===== config.mk =====
export PLATFORM = sky130hd
export DESIGN_NAME = calc_alu_seq
export DESIGN_NICKNAME = d
export VERILOG_FILES = /design/src/rtl/calc_pkg.sv /design/src/rtl/calc_bin2bcd.sv /design/src/rtl/calc_alu_seq.sv
export SDC_FILE = /design/constraint.sdc
export NUM_CORES = 1
export LEC_CHECK = 0
export CAP_MARGIN = 15
export CORE_MARGIN = 5
export CORE_UTILIZATION = 27
export DETAILED_ROUTE_END_ITERATION = 7
export GPL_ROUTABILITY_DRIVEN = 0
export GPL_TIMING_DRIVEN = 0
export PLACE_DENSITY = 0.43
export SLEW_MARGIN = 20
export SYNTH_ARGS = -nofsm -noshare
export SYNTH_HDL_FRONTEND = slang
export SYNTH_SLANG_ARGS = --single-unit

===== constraint.sdc =====
create_clock -name clk -period 3.4 [get_ports clk]
set_input_delay 0.34 -clock clk [delete_from_list [all_inputs] [get_ports clk]]
set_output_delay 0.34 -clock clk [all_outputs]
set_load 0.02 [all_outputs]

===== src/rtl/calc_pkg.sv =====
// Shared constants and helpers for the calculator arithmetic sequencer.
// The optional remainder output is enabled with CALC_REM_EN.
package calc_pkg;

  localparam int OP_BITS   = 7;
  localparam int CONV_BITS = 14;

  localparam logic [3:0] OP_ADD = 4'hA;
  localparam logic [3:0] OP_SUB = 4'hB;
  localparam logic [3:0] OP_MUL = 4'hC;
  localparam logic [3:0] OP_DIV = 4'hD;

  localparam logic [2:0] S_IDLE = 3'd0;
  localparam logic [2:0] S_JOIN = 3'd1;
  localparam logic [2:0] S_EXEC = 3'd2;
  localparam logic [2:0] S_CONV = 3'd3;
  localparam logic [2:0] S_DONE = 3'd4;

  localparam logic [2:0] EXEC_ADD    = 3'd1;
  localparam logic [2:0] EXEC_MULDIV = 3'd7;

  typedef struct packed {
    logic [3:0] tens;
    logic [3:0] ones;
  } bcd2_t;

  // Invalid digits produce a truncated value; callers flag them as errors anyway.
  function automatic logic [OP_BITS-1:0] join_bcd(input bcd2_t d);
    return {3'd0, d.tens} * 7'd10 + {3'd0, d.ones};
  endfunction

  function automatic logic digit_bad(input logic [3:0] d);
    return d > 4'd9;
  endfunction

endpackage


===== src/rtl/calc_bin2bcd.sv =====
// Sequential shift-add-3 binary to BCD converter. The load cycle already
// performs the first shift, so a WIDTH-bit value finishes WIDTH-1 cycles later.
module calc_bin2bcd #(
  parameter int WIDTH  = 14,
  parameter int DIGITS = 4
) (
  input  logic                  clk,
  input  logic                  rst_n,
  input  logic                  clr,
  input  logic                  load,
  input  logic [WIDTH-1:0]      bin,
  output logic [4*DIGITS-1:0]   bcd,
  output logic                  done
);

  localparam int BW = 4 * DIGITS;
  localparam int CW = $clog2(WIDTH);

  logic [WIDTH-1:0] sh_r;
  logic [BW-1:0]    bcd_r;
  logic [CW-1:0]    cnt_r;
  logic             run_r;
  logic             done_r;
  logic [BW-1:0]    adj_s;
  logic [BW-1:0]    step_s;

  // One double-dabble iteration: add 3 to every digit >= 5, then shift in the next bit.
  always_comb begin
    adj_s = bcd_r;
    for (int i = 0; i < DIGITS; i++) begin
      if (bcd_r[4*i +: 4] >= 4'd5) begin
        adj_s[4*i +: 4] = bcd_r[4*i +: 4] + 4'd3;
      end else begin
        adj_s[4*i +: 4] = bcd_r[4*i +: 4];
      end
    end
    step_s = BW'({adj_s, sh_r[WIDTH-1]});
  end

  // Conversion sequencing; done stays high until the next load or clear.
  always_ff @(posedge clk or negedge rst_n) begin
    if (!rst_n) begin
      sh_r   <= '0;
      bcd_r  <= '0;
      cnt_r  <= '0;
      run_r  <= 1'b0;
      done_r <= 1'b0;
    end else if (clr) begin
      sh_r   <= '0;
      bcd_r  <= '0;
      cnt_r  <= '0;
      run_r  <= 1'b0;
      done_r <= 1'b0;
    end else if (load) begin
      sh_r   <= bin << 1;
      bcd_r  <= {{(BW-1){1'b0}}, bin[WIDTH-1]};
      cnt_r  <= CW'(1);
      run_r  <= 1'b1;
      done_r <= 1'b0;
    end else if (run_r) begin
      sh_r  <= sh_r << 1;
      bcd_r <= step_s;
      cnt_r <= cnt_r + CW'(1);
      if (cnt_r == CW'(WIDTH - 1)) begin
        run_r  <= 1'b0;
        done_r <= 1'b1;
      end
    end
  end

  assign bcd  = bcd_r;
  assign done = done_r;

endmodule


===== src/rtl/calc_alu_seq.sv =====
// Multi-cycle BCD calculator ALU: join digits, execute, convert back to BCD.
// Define CALC_REM_EN to add the BCD division remainder outputs.
module calc_alu_seq
  import calc_pkg::*;
(
  input  logic       clk,
  input  logic       rst_n,
  input  logic       start,
  input  logic       clr,
  input  logic [3:0] op,
  input  logic [3:0] a_tens,
  input  logic [3:0] a_ones,
  input  logic [3:0] b_tens,
  input  logic [3:0] b_ones,
  output logic       busy,
  output logic       done,
  output logic [3:0] res_d3,
  output logic [3:0] res_d2,
  output logic [3:0] res_d1,
  output logic [3:0] res_d0,
  output logic       neg,
  output logic       err
`ifdef CALC_REM_EN
  ,
  output logic [3:0] rem_tens,
  output logic [3:0] rem_ones
`endif
);

  logic [2:0]           state_r, state_nx_s;
  logic [3:0]           op_r;
  bcd2_t                a_dig_r, b_dig_r;
  logic [OP_BITS-1:0]   a_r, b_r;
  logic [2:0]           exec_cnt_r;
  logic [CONV_BITS-1:0] prod_r, mcand_r;
  logic [OP_BITS-1:0]   mplier_r, dvd_r, rem_r;
  logic [OP_BITS-2:0]   quo_r;
  logic                 neg_pend_r;
  logic [15:0]          res_r;
  logic                 neg_r, err_r, busy_r, done_r;

  logic [OP_BITS-1:0]   a_join_s, b_join_s;
  logic                 join_err_s;
  logic                 exec_last_s;
  logic [2:0]           exec_len_s;
  logic [CONV_BITS-1:0] prod_nx_s;
  logic [OP_BITS:0]     trial_s;
  logic                 div_ge_s;
  logic [OP_BITS-1:0]   rem_nx_s;
  logic [OP_BITS-1:0]   quo_nx_s;
  logic [CONV_BITS-1:0] r_s;
  logic                 neg_s;
  logic                 conv_load_s;
  logic                 enter_done_s;
  logic [15:0]          res_bcd_s;
  logic                 res_ready_s;

  // Operand join and error detection on the latched digits.
  always_comb begin
    a_join_s   = join_bcd(a_dig_r);
    b_join_s   = join_bcd(b_dig_r);
    join_err_s = digit_bad(a_dig_r.tens) || digit_bad(a_dig_r.ones) ||
                 digit_bad(b_dig_r.tens) || digit_bad(b_dig_r.ones) ||
                 (op_r < OP_ADD) || (op_r > OP_DIV) ||
                 ((op_r == OP_DIV) && (b_join_s == 7'd0));
  end

  // Execute step: shift-add multiply, restoring divide, add/sub result select.
  always_comb begin
    prod_nx_s = prod_r + (mplier_r[0] ? mcand_r : 14'd0);
    trial_s   = {rem_r, dvd_r[OP_BITS-1]};
    div_ge_s  = trial_s >= {1'b0, b_r};
    if (div_ge_s) begin
      rem_nx_s = 7'(trial_s - {1'b0, b_r});
    end else begin
      rem_nx_s = trial_s[OP_BITS-1:0];
    end
    quo_nx_s   = {quo_r, div_ge_s};
    neg_s      = (op_r == OP_SUB) && (a_r < b_r);
    exec_len_s = ((op_r == OP_MUL) || (op_r == OP_DIV)) ? EXEC_MULDIV : EXEC_ADD;
    exec_last_s = (exec_cnt_r + 3'd1) == exec_len_s;
    case (op_r)
      OP_ADD:  r_s = {7'd0, a_r} + {7'd0, b_r};
      OP_SUB:  r_s = neg_s ? {7'd0, b_r - a_r} : {7'd0, a_r - b_r};
      OP_MUL:  r_s = prod_nx_s;
      OP_DIV:  r_s = {7'd0, quo_nx_s};
      default: r_s = 14'd0;
    endcase
  end

  // Next-state logic; clear forces IDLE from any state.
  always_comb begin
    state_nx_s  = state_r;
    conv_load_s = 1'b0;
    case (state_r)
      S_IDLE: begin
        if (start) state_nx_s = S_JOIN;
        else       state_nx_s = S_IDLE;
      end
      S_JOIN: begin
        if (join_err_s) state_nx_s = S_DONE;
        else            state_nx_s = S_EXEC;
      end
      S_EXEC: begin
        if (exec_last_s) begin
          state_nx_s  = S_CONV;
          conv_load_s = !clr;
        end else begin
          state_nx_s = S_EXEC;
        end
      end
      S_CONV: begin
        if (res_ready_s) state_nx_s = S_DONE;
        else             state_nx_s = S_CONV;
      end
      S_DONE:  state_nx_s = S_IDLE;
      default: state_nx_s = S_IDLE;
    endcase
    if (clr) begin
      state_nx_s = S_IDLE;
    end else begin
      state_nx_s = state_nx_s;
    end
    enter_done_s = state_nx_s == S_DONE;
  end

  calc_bin2bcd #(.WIDTH(CONV_BITS), .DIGITS(4)) u_res_conv (
    .clk   (clk),
    .rst_n (rst_n),
    .clr   (clr),
    .load  (conv_load_s),
    .bin   (r_s),
    .bcd   (res_bcd_s),
    .done  (res_ready_s)
  );

`ifdef CALC_REM_EN
  logic [7:0] rem_bcd_s;
  logic       rem_ready_s;
  logic [7:0] rem_out_r;

  calc_bin2bcd #(.WIDTH(OP_BITS), .DIGITS(2)) u_rem_conv (
    .clk   (clk),
    .rst_n (rst_n),
    .clr   (clr),
    .load  (conv_load_s),
    .bin   ((op_r == OP_DIV) ? rem_nx_s : 7'd0),
    .bcd   (rem_bcd_s),
    .done  (rem_ready_s)
  );

  // Remainder digits load alongside the result and are zero unless a divide succeeded.
  always_ff @(posedge clk or negedge rst_n) begin
    if (!rst_n) begin
      rem_out_r <= 8'd0;
    end else if (clr) begin
      rem_out_r <= 8'd0;
    end else if ((state_r == S_JOIN) && join_err_s) begin
      rem_out_r <= 8'd0;
    end else if ((state_r == S_CONV) && res_ready_s) begin
      rem_out_r <= ((op_r == OP_DIV) && rem_ready_s) ? rem_bcd_s : 8'd0;
    end
  end

  assign rem_tens = rem_out_r[7:4];
  assign rem_ones = rem_out_r[3:0];
`endif

  // Control state, handshake and result registers.
  always_ff @(posedge clk or negedge rst_n) begin
    if (!rst_n) begin
      state_r <= S_IDLE;
      busy_r  <= 1'b0;
      done_r  <= 1'b0;
      res_r   <= 16'd0;
      neg_r   <= 1'b0;
      err_r   <= 1'b0;
      op_r    <= 4'd0;
      a_dig_r <= '0;
      b_dig_r <= '0;
    end else if (clr) begin
      state_r <= S_IDLE;
      busy_r  <= 1'b0;
      done_r  <= 1'b0;
      res_r   <= 16'd0;
      neg_r   <= 1'b0;
      err_r   <= 1'b0;
    end else begin
      state_r <= state_nx_s;
      done_r  <= enter_done_s;
      if ((state_r == S_IDLE) && start) begin
        busy_r  <= 1'b1;
        op_r    <= op;
        a_dig_r <= '{tens: a_tens, ones: a_ones};
        b_dig_r <= '{tens: b_tens, ones: b_ones};
      end else if (enter_done_s) begin
        busy_r <= 1'b0;
      end
      if ((state_r == S_JOIN) && join_err_s) begin
        res_r <= 16'd0;
        neg_r <= 1'b0;
        err_r <= 1'b1;
      end else if ((state_r == S_CONV) && res_ready_s) begin
        res_r <= res_bcd_s;
        neg_r <= neg_pend_r;
        err_r <= 1'b0;
      end
    end
  end

  // Arithmetic datapath: initialised in JOIN, stepped once per EXEC cycle.
  always_ff @(posedge clk or negedge rst_n) begin
    if (!rst_n) begin
      a_r        <= '0;
      b_r        <= '0;
      exec_cnt_r <= 3'd0;
      prod_r     <= '0;
      mcand_r    <= '0;
      mplier_r   <= '0;
      dvd_r      <= '0;
      rem_r      <= '0;
      quo_r      <= '0;
      neg_pend_r <= 1'b0;
    end else if (clr) begin
      exec_cnt_r <= 3'd0;
      neg_pend_r <= 1'b0;
    end else if (state_r == S_JOIN) begin
      a_r        <= a_join_s;
      b_r        <= b_join_s;
      exec_cnt_r <= 3'd0;
      prod_r     <= '0;
      mcand_r    <= {7'd0, a_join_s};
      mplier_r   <= b_join_s;
      dvd_r      <= a_join_s;
      rem_r      <= '0;
      quo_r      <= '0;
      neg_pend_r <= 1'b0;
    end else if (state_r == S_EXEC) begin
      exec_cnt_r <= exec_cnt_r + 3'd1;
      prod_r     <= prod_nx_s;
      mcand_r    <= mcand_r << 1;
      mplier_r   <= mplier_r >> 1;
      dvd_r      <= dvd_r << 1;
      rem_r      <= rem_nx_s;
      quo_r      <= quo_nx_s[OP_BITS-2:0];
      if (exec_last_s) neg_pend_r <= neg_s;
    end
  end

  assign busy   = busy_r;
  assign done   = done_r;
  assign res_d3 = res_r[15:12];
  assign res_d2 = res_r[11:8];
  assign res_d1 = res_r[7:4];
  assign res_d0 = res_r[3:0];
  assign neg    = neg_r;
  assign err    = err_r;

endmodule


Yosys cells after proc, flatten, opt, wreduce, memory -nomap -nowiden
Cells that the tools add are included.
Word-level totals
  flip-flop bits (word level): 152
  latch bits: 0
  bits in writable memories: 0
  ROM bits: 0
  word-level logic and storage cells: 158
  memories kept: 0
Operators by class
  add/subtract/negate cells: 13
  multipliers: 2
  divide/modulo/power cells: 0
  order comparisons: 12
  equal/unequal tests: 10
  shift operators: 0
  muxes and demuxes: 67
  bitwise operators: 1
  reduce and logical (&&, ||, !) cells: 27
Operators with widths (number)
  $mux 14: 8
  $mux 16: 6
  $mux 7: 8
  $pmux 14 s4: 1
  $mux 3: 9
  $mux 1: 26
  $mux 4: 6
  $sub 7x7->7: 3
  $eq 4x4->1 const B: 5
  $gt 4x4->1 const B: 5
  $reduce_bool 3->1: 6
  $ge 4x3->1 const B: 4
  $add 14x14->14: 1
  $add 7x4->7: 2
  $add 4x2->4 const B: 3
  $mul 4x3->6 const B: 2
  $mux 6: 2
  $pmux 3 s4: 1
  $reduce_and 2->1: 5
  $add 7x7->8: 1
  $ge 8x7->1: 1
  $logic_not 7->1: 1
  $logic_or 1x1->1: 7
  $lt 7x7->1: 1
  13 further kinds: 18

Logic depth before layout (Yosys ltp)
  depth after elaboration: 14
  mapped depth: 12

Modules after synthesis
A second synthesis with hierarchy kept.
Unflattened totals
  cell total of the unflattened synthesis: 943
  area total of the unflattened synthesis: 8797.2 sq um
By module, submodules not included
  calc_alu_seq: times used 1, cells an instance 730, area each 6844.1 sq um, sequential area each 2727.6 sq um
  calc_bin2bcd: times used 1, cells an instance 213, area each 1953.1 sq um, sequential area each 875.8 sq um

Least setup slack after synthesis
OpenSTA, ideal clock, no wires.
  kind: register -> register
  start point: register b_dig_r[5] (netlist bit)
  end point: register res_r[10]
  setup time: 0.121 ns
  data arrival time: 3.030 ns
  data required time: 3.279 ns
  setup slack: 0.249 ns
  cell stages (with the launch flop): 13
  path buffers: 2
  clock period less this slack: 3.151 ns
  cells stage by stage: dfrtp_1 ha_1 ha_1 fa_1 and3_1 a32oi_1 xnor2_1 o41a_1 nand2b_4 and3b_1 buf_6 buf_8 a22o_1
Between the ends
  word-level cells in the longest chain between the ends: 9
  elaborated cells between the ends (all ways): 14
  classes of those cells: add/sub: 1; mul: 1; order compare: 1; mux: 2; reduce/logical: 9
Ends and longest elaborated chain
  start: declaration: RTL line calc_alu_seq.sv:32  | bcd2_t a_dig_r, b_dig_r;
  start signal: assignment: RTL line calc_alu_seq.sv:195  | b_dig_r <= '{tens: b_tens, ones: b_ones};
  branches (longest 5 deep; another with $add 7x4->7)
  $logic_or 1x1->1 (*): RTL line calc_alu_seq.sv:64  | (op_r < OP_ADD) || (op_r > OP_DIV) ||
  $logic_and 1x1->1 (*): RTL line calc_alu_seq.sv:199  | if ((state_r == S_JOIN) && join_err_s) begin
  $mux 16: RTL line calc_alu_seq.sv:199
  $mux 16: RTL line calc_alu_seq.sv:181  | end else if (clr) begin
  end signal: assignment: RTL line calc_alu_seq.sv:204  | res_r <= res_bcd_s;
  end: declaration: RTL line calc_alu_seq.sv:39  | logic [15:0] res_r;
Mark *: on every way between the ends.
A chain may end at the register's enable or synchronous reset.

Worst setup path after layout
  start point: register b_dig_r[5] (netlist bit)
  end point: register res_r[5]
The elaborated chain is that of the path after synthesis.

==> results.yml <==
die:
  rows: 65
  dieWidth_um: 189
  core_area_um2: 31600
  dieHeight_um: 189
  initial_core_util_pct: 27.4
  io_pins: 44
  dieArea_um2: 35600
global_route:
  grt_max_degree: 87
  grt_usage_pct: 13.1
  grt-ovfl-total: 0
  antenna_found_initial: 0
  grt_pass1_wl_um: 37000
  grt_pass1_vias: 6527
finish:
  utilization_pct: 32.4
  area_growth_syn_to_layout_pct: 18.4
  drive_gt1_share_pct: 7.89
  num_antenna_cells: 0
  final_cell_mix: "dfrtp_1, nand2_1, o21ai_0"
  fin_nets: 1037
  final_common_cell: "dfrtp_1"
worst_setup_path:
  path_cells: "ha_1, ha_1, fa_2, and3_1, a32oi_1, xnor2_1, o41a_1, nand2b_4, and3b_1, buf_6, buf_8, a22o_1"
  reg2reg_from: "b_dig_r[5]"
  worst-path-buf-inv: 2
  slowest_stage: "fa_2"
  critPathRequiredTime_ns: 3.71
  cp_slowest_stage_delay_ns: 0.58
  r2r_setup_slack_ns: 0.18
  crit_type: "register to register"
  reg2regPathDepth: 12
  cp-end-kind: "register"
  crit_path_frequent_cell: "ha_1"
  worstPathMaxFanout: 10
  crit_family: "adder cells"
  worstPathArrival_ns: 3.53
  timing.rr.end: "res_r[5]"
  cp-start-kind: "register"
routing:
  drt.antenna.violating_nets: 0
  vias_per_cell: 4.84
  dr.first_iter.drc_count: 345
  wl_met1_um: 11000
  wl_met2_um: 10800
  vias: 6554
  highest_layer: "met4"
  wl_met3_um: 645
  wl_per_cell_um: 16.9
  drt_wl_total_um: 22900
  drt_first_pass_iters: 5
  drc_errors: 0
timing:
  clock.fmax_ghz: 0.311
  drv_slew: 0
  fin_setup_tns_ns: 0
  finalCritPeriodShare_pct: 94.6
  worst_clock_skew_ns: 0.00982
  setup_ws_ns: 0.185
  worstMarginPinSlew_ns: 0.912
  timing.slew.headroom_pct: 39.2
  setup_viol: 0
  final_hold_viol_count: 0
  finalCriticalPeriod_ns: 3.22
  grt_setup_unrepaired: "no"
  hold_ws_ns: 0.443
synth:
  yosys_warnings: 0
  synth-compound-area-share_pct: 18.8
  synth_seq_area_share_pct: 41.7
  synth_ff_type: "dfrtp_1"
  synth-xor-area-share_pct: 4.57
  synth_area_um2: 8630
  async_flop_share_pct: 100
  synth_area_per_cell_um2: 9.87
  synth_cell_types: 62
  synth_nets: 972
  ys_ff_latch: 144
  muxShareOfSynthArea_pct: 7.23
  synth-simple-area-share_pct: 12.3
  synthAdderAreaFrac_pct: 11.4
  synth_cells: 875
  synth_top_family_by_area: "compound AO/OA/AOI/OAI gates"
  synth_edf_count: 0
status:
  status: "finished, final reports clean"
clock_network:
  htreeDepth: 4
  cts_buffers: 17
  clk_latency_ns: 0.42
  cts.clk_slew.worst_paths_ns: 0.06
  cts.path.max_buffers: 2
  clock_sinks: 144
  cts_root_buffer: "clkbuf_16"
  cts_tree: "yes"
pwr:
  vdd_ir_drop_max_mv: 0.333
  p_per_area_nw_per_um2: 669
  p_leak_nw: 4.47
place:
  io_buffers: 43
  hpwl_um: 17100
  dpl_worst_slack_ns: -0.0249
min_path:
  min_path_type: "primary input to async pin"
run:
  maxCapViolCount: 0
[kinds of logic (layout without fill, tap and decap cells)]
group | after synthesis | count (layout)
buffers and inverters | 84 | 160
flip-flops | 144 | 144
AND/OR/NAND/NOR | 222 | 222
AO/OA/AOI/OAI | 248 | 248
XOR/XNOR | 45 | 45
adder cells (fa/ha/maj) | 73 | 73
multiplexers | 59 | 59
[worst max path at each step]
stage	from	to	cells past startpoint
6_report	b_dig_r[5]	res_r[5]	12
5_1_grt	b_dig_r[7]	res_r[14]	12
4_1_cts	b_dig_r[5]	res_r[5]	12
3_5_place_dp	b_dig_r[5]	res_r[5]	12
3_3_place_gp	rst_n	a_dig_r[6]	1
2_1_floorplan	b_dig_r[5]	res_r[10]	12
[area by class of cell]
type | count | area [um2]
Multi-Input combinational cell | 647 | 4690
Fill cell | 3316 | 21300
Inverter | 41 | 154
Clock inverter | 10 | 136
Clock buffer | 20 | 467
Tap cell | 402 | 503
Buffer | 43 | 185
Timing Repair Buffer | 46 | 480
Sequential cell | 144 | 3600
[per-stage QoR]
stage                     area [um2]  instances  total power [W]
final                          10200       1353          0.00683
after global routing           10200       1353          0.00736
after CTS                      10200       1352          0.00693
after detailed placement        9600       1321          0.00491
after global placement          9570       1320          0.00490
after floorplan                 8630        875          0.00411
[routing by layer]
metal / vias to the layer above / track usage [%]
li1: 3253 / -
met3: 20 / 2.37
met4: 0 / 3.87
met5: - / 0
met1: 3182 / 17.5
met2: 99 / 21.8
[where the power goes]
group | internal [W] | total [W] | switching [W]
Combinational | 0.00111 | 0.00268 | 0.00156
Sequential | 0.00195 | 0.00220 | 0.000250
Clock | 0.00120 | 0.00196 | 0.000758
[Yosys cell counts, drive strengths merged (3+ instances only)]
cell,count,area share (%)
nand3b,3,0.26
a31oi,4,0.46
a211oi,8,0.70
a221oi,6,0.61
nand2b,11,0.88
nand4,4,0.29
dfrtp,144,42
nor2b,8,0.58
ha,64,9.3
a22o,38,3.9
and2,17,1.2
o211ai,7,0.61
a32oi,3,0.30
inv,41,1.8
xor2,22,2.2
mux2i,32,3.7
o22ai,10,0.72
a21oi,62,3.6
mux2,27,3.5
clkbuf,32,1.4
a21o,11,0.96
fa,9,2.1
xnor2,23,2.3
o21bai,4,0.35
nor3,16,0.93
or3,7,0.51
buf,11,0.75
nand3,12,0.70
o31a,3,0.30
nand2,72,3.1
o21ai,73,4.2
nor2,59,2.6
[worst register-to-register path: cells and delay by family (launching register included)]
family / cells / cell delay [ns]
and+or+nand+nor: 3 / 0.54
DFF: 1 / 0.41
adders and majority gates: 3 / 1.09
AOI/OAI and AO/OA: 3 / 0.60
buffers and inverters: 2 / 0.28
xor gates and xnor gates: 1 / 0.18
[what timing repair did]
action | 4_1_cts | 5_1_grt
setup endpoints to repair | 10 | 12
pin swaps | 0 | 1
setup buffers | 0 | 1
hold buffers | 1 | 0
endpoints found under the hold margin | 58 | 0
resized for setup | 2 | 0
[sequential cells by signal, summed over array words and instances (netlist names), 8 cells and up]
name	flops
b_dig_r	8
u_res_conv.bcd	16
u_res_conv.sh_r	13
mcand_r	14
a_dig_r	8
res_r	16
prod_r	14
Power figures use the tool's default switching activity.
